<file path="src/rtl/mem_port_arbiter.sv">
// Two-master arbiter for the shared 1024x16 program/data memory port.
// Core (r0) has priority; a hold counter forces the aux master (r1) through after MAX_HOLD waits.
`timescale 1ns/1ps
module mem_port_arbiter #(
  parameter int AW       = 10,
  parameter int DW       = 16,
  parameter int MAX_HOLD = 8,
  parameter int CW       = 16
) (
  input  logic          clk,
  input  logic          reset,
  input  logic          r0_req,
  input  logic          r0_we,
  input  logic [AW-1:0] r0_addr,
  input  logic [DW-1:0] r0_wdata,
  output logic          r0_gnt,
  output logic          r0_rvalid,
  output logic [DW-1:0] r0_rdata,
  input  logic          r1_req,
  input  logic          r1_we,
  input  logic [AW-1:0] r1_addr,
  input  logic [DW-1:0] r1_wdata,
  output logic          r1_gnt,
  output logic          r1_rvalid,
  output logic [DW-1:0] r1_rdata,
  output logic [AW-1:0] mem_addr,
  output logic [DW-1:0] mem_wdata,
  output logic          mem_we,
  input  logic [DW-1:0] mem_rdata,
  output logic [CW-1:0] conflict_cnt,
  output logic [1:0]    state_dbg
);

  localparam int HW = $clog2(MAX_HOLD + 1);
  localparam logic [HW-1:0] HOLD_LIMIT = HW'(MAX_HOLD);

  typedef enum logic [1:0] {IDLE = 2'd0, CORE = 2'd1, AUX = 2'd2} state_t;

  state_t        state;
  logic [HW-1:0] hold_cnt;
  logic          rd_pend0;
  logic          rd_pend1;
  logic          xfer0;
  logic          xfer1;

  // Handshake: a master holds req/we/addr/wdata stable until gnt; a transfer happens in
  // every cycle where req & gnt are both high. Dropping req before gnt cancels the access.
  always_comb begin
    r0_gnt = 1'b0;
    r1_gnt = 1'b0;
    if (!reset) begin
      if (r0_req && (!r1_req || (hold_cnt < HOLD_LIMIT))) r0_gnt = 1'b1;
      else if (r1_req)                                     r1_gnt = 1'b1;
    end
  end

  assign xfer0     = r0_req & r0_gnt;
  assign xfer1     = r1_req & r1_gnt;
  assign state_dbg = state;

  always_ff @(posedge clk or posedge reset) begin
    if (reset) begin
      mem_addr     <= '0;
      mem_wdata    <= '0;
      mem_we       <= 1'b0;
      rd_pend0     <= 1'b0;
      rd_pend1     <= 1'b0;
      r0_rvalid    <= 1'b0;
      r1_rvalid    <= 1'b0;
      r0_rdata     <= '0;
      r1_rdata     <= '0;
      conflict_cnt <= '0;
      hold_cnt     <= '0;
      state        <= IDLE;
    end else begin
      mem_we <= 1'b0;
      if (xfer0) begin
        mem_addr  <= r0_addr;
        mem_wdata <= r0_wdata;
        mem_we    <= r0_we;
      end else if (xfer1) begin
        mem_addr  <= r1_addr;
        mem_wdata <= r1_wdata;
        mem_we    <= r1_we;
      end

      // Read data is captured at the edge that ends the memory cycle, one beat after accept.
      rd_pend0  <= xfer0 & ~r0_we;
      rd_pend1  <= xfer1 & ~r1_we;
      r0_rvalid <= rd_pend0;
      r1_rvalid <= rd_pend1;
      if (rd_pend0) r0_rdata <= mem_rdata;
      if (rd_pend1) r1_rdata <= mem_rdata;

      if (!r1_req || xfer1)                   hold_cnt <= '0;
      else if (xfer0 && hold_cnt < HOLD_LIMIT) hold_cnt <= hold_cnt + 1'b1;

      if (r0_req && r1_req && (conflict_cnt != {CW{1'b1}}))
        conflict_cnt <= conflict_cnt + 1'b1;

      if (xfer0)      state <= CORE;
      else if (xfer1) state <= AUX;
      else            state <= IDLE;
    end
  end

endmodule

</file>
<file path="config.mk">
export PLATFORM = sky130hd
export DESIGN_NAME = mem_port_arbiter
export DESIGN_NICKNAME = d
export VERILOG_FILES = /design/src/rtl/mem_port_arbiter.sv
export SDC_FILE = /design/constraint.sdc
export NUM_CORES = 1
export LEC_CHECK = 0
export BUFFER_PORTS_ARGS = -buffer_cell sky130_fd_sc_hd__buf_2
export CAP_MARGIN = 20
export CORE_MARGIN = 3
export CORE_UTILIZATION = 52
export CTS_BUF_LIST = sky130_fd_sc_hd__clkbuf_4
export CTS_CLUSTER_SIZE = 40
export DETAILED_ROUTE_END_ITERATION = 8
export GPL_TIMING_DRIVEN = 0
export HOLD_SLACK_MARGIN = 0.06
export PLACE_DENSITY_LB_ADDON = 0.12
export SLEW_MARGIN = 30
export SYNTH_ARGS = -nofsm -noshare
export SYNTH_HDL_FRONTEND = slang
export SYNTH_SLANG_ARGS = --single-unit
</file>
<file path="constraint.sdc">
create_clock -name clk -period 9.3 [get_ports clk]
set_input_delay 1.86 -clock clk [delete_from_list [all_inputs] [get_ports clk]]
set_output_delay 1.86 -clock clk [all_outputs]
set_load 0.02 [all_outputs]
</file>
==> reports/qor.yml <==
timing:
  slew_violations: 0
  fin_crit_sh: 0.571
  max_freq_ghz: 0.188
  setup_viol: 0
  min_period_ns: 5.31
  fin_setup_tns_ns: 0
  final.setup.worst_slack_ns: 3.99
  finClkSkew_ns: 0.0121
  slew_headroom: 0.610
  worst_pin_slew_ns: 0.586
  hold_viol: 0
  rsz0062_at_grt: "false"
  whs_ns: 0.389
setup_path:
  crit_path_end_kind: "output pin"
  crit_required_ns: 7.44
  reg2reg_setup_slack_ns: 7.42
  r2r-end: "conflict_cnt[1]"
  crit_path_max_fanout: 21
  path_class: "input port to output pin"
  cp_data_arrival_time_ns: 3.45
  reg2regPathDepth: 6
  rr_startpoint: "conflict_cnt[0]"
  start_kind: "input port"
global_route:
  grt_pass1_wl_um: 13200
  antenna_found_initial: 0
  first_global_vias: 2767
  gr-total-overflow: 0
  grt_usage: 0.221
  grt_max_degree: 70
clock_network:
  cts_tree: "done"
  cts_buffers: 9
  postCtsSetupBuffers: 0
  clk_path_buf_depth: 2
  clk_pin_slew_ns: 0.13
  cts.sinks: 85
  cts_hold_buf: 0
  clk_latency_ns: 0.40
  htree_levels: 3
  post_cts_resized: 0
  clock-root-buffer: "clkbuf_4"
drt:
  via_count: 2806
  antenna_left: 0
  dr.pass1.iters: 4
  vias_per_cell: 5.21
  post_drt_wl_per_cell_um: 15.0
  drt_iter0_drc: 96
  drc: 0
  wirelength_um: 8060
place:
  post-place-ws_ns: 3.99
  io_buffers: 152
  post_dp_cell_area_mm2: 0.00435
  place_hpwl_um: 6100
  place_congestion: 0.794
job:
  cap_violations: 0
cells_and_area:
  drive_gt1_frac: 0.457
  antennaDiodeCount: 0
  stdcell_area_mm2: 0.00449
  num-nets-final: 533
  area_growth_pct: 29.7
worst_hold_path:
  worstHoldStart: "rd_pend0"
  whs_path_depth: 0
  hold_class: "flop to flop"
  hold_end: "r0_rvalid"
floorplan:
  die_h_um: 87.6
  fp.dieW_um: 87.6
  rows: 29
  core_area_mm2: 0.00639
  start_util: 0.542
  dieArea_mm2: 0.00768
  io_pins: 155
synthesis:
  synthArstFlopShare: 1.00
  synth_commonest_cells: "85 x dfrtp_1, 61 x nor2_1, 33 x mux2_2, 26 x o22ai_1"
  synth_top_area_share: 0.614
  ys_ff_latch: 85
  syn_inst: 293
  netlist_area_mm2: 0.00346
  synth_edf_count: 0
  yosys_warnings: 0
  yosysTopAreaCell: "dfrtp_1"
  synth.most_common_cell: "dfrtp_1"
  yosys-top-cells-area: "dfrtp_1 61%, mux2_2 11%, nor2_1 6.6%, o22ai_1 4.7%, xnor2_1 2.0%"
  ys_seq_area_frac: 0.614
  synth.avg_cell_area_um2: 11.8
  synthDistinctLibCells: 37
  synthesis.nets: 369
  synth-main-ff-cell: "dfrtp_1"
power_and_ir_drop:
  p_per_area_mw_per_mm2: 205
  ir_drop_mv: 0.125
  power.leakage_uw: 0.00224
status:
  run_status: "finished, final reports clean"
## layer usage
metal / vias up / part of all wire / GRT usage
met1: 1334 / 0.41 / 0.288
met2: 127 / 0.49 / 0.362
met4: 0 / 0.011 / 0.0711
li1: 1338 / - / -
met3: 7 / 0.093 / 0.0593
met5: - / 0 / 0
## how the worst max path moves through the flow
| stage | startpoint | to | slack [ns] | depth (start not counted) |
|---|---|---|---|---|
| after global placement | reset | r0_gnt | 1.80 | 7 |
| after global routing | reset | r0_gnt | 3.80 | 7 |
| after floorplan | reset | r0_gnt | 2.75 | 6 |
| final | reset | r0_gnt | 3.99 | 7 |
| after detailed placement | reset | r0_gnt | 3.99 | 7 |
| after CTS | reset | r0_gnt | 3.99 | 7 |
## power breakdown
| group | leakage (uW) | switching, uW | internal, uW |
|---|---|---|---|
| clock | 0.0000724 | 123 | 84.7 |
| combinational | 0.00115 | 150 | 100 |
| sequential | 0.00102 | 36.1 | 426 |
| total | 0.00224 | 309 | 611 |
## cell type report
cell class | count | area [um^2]
inverters | 8 | 35.0
clock inverters | 6 | 63.8
repair buffers | 153 | 788
flip-flops and latches | 85 | 2130
fillers | 517 | 1890
clock buffers | 10 | 75.1
well taps | 77 | 96.3
plain buffers | 15 | 67.6
multi-input cells | 185 | 1240
## cell families (layout without fill, tap and decap cells)
kind of cell             count (synthesis)  after routing  share of synthesized area
AND/OR/NAND/NOR                         98             98                      0.132
buffers and inverters                   23            192                     0.0282
multiplexers                            35             35                      0.115
AO/OA/AOI/OAI                           39             39                     0.0759
XOR/XNOR                                11             11                     0.0278
flip-flops                              85             85                      0.614
adder cells (fa/ha/maj)                  2              2                    0.00722
## stage by stage
stage                     instances  power (uW)  utilization
after floorplan                 293         622            -
after global placement          522         712        0.677
after detailed placement        523         723        0.682
after CTS                       539         929        0.703
after global routing            539         972        0.703
final                           539         920        0.703
## cell usage in the layout, fill, tap and decap left out, types with 2 or more instances in the layout
master        n
o21ai_0       2
clkbuf_4     10
xnor2_1       8
dfrtp_1      85
inv_1         7
and3_1        5
a21oi_1       4
buf_1         3
clkinvlp_4    2
mux2_2       33
buf_2       155
xor2_1        3
nand3_1       8
nor3_1        4
nand4_2       2
nor2_1       61
nand4_1       3
o22ai_1      26
ha_1          2
clkinv_2      2
nor2b_1       3
clkbuf_1      8
nand2_1       5
## registers in the layout, summed over array words and instances, names as in the netlist
register	flops
mem_wdata	16
r1_rvalid	1
conflict_cnt	16
mem_addr	10
r1_rdata	16
rd_pend0	1
state_dbg	2
hold_cnt	4
r0_rdata	16
mem_we	1
r0_rvalid	1
rd_pend1	1
## worst max-delay path, stage by stage
cell and delay (ns):
clkbuf_1 0.34, inv_6 0.18, nand3_1 0.16, buf_2 0.24, buf_1 0.39, inv_1 0.09, buf_2 0.17
No activity file was read; power rests on OpenSTA's default activity.
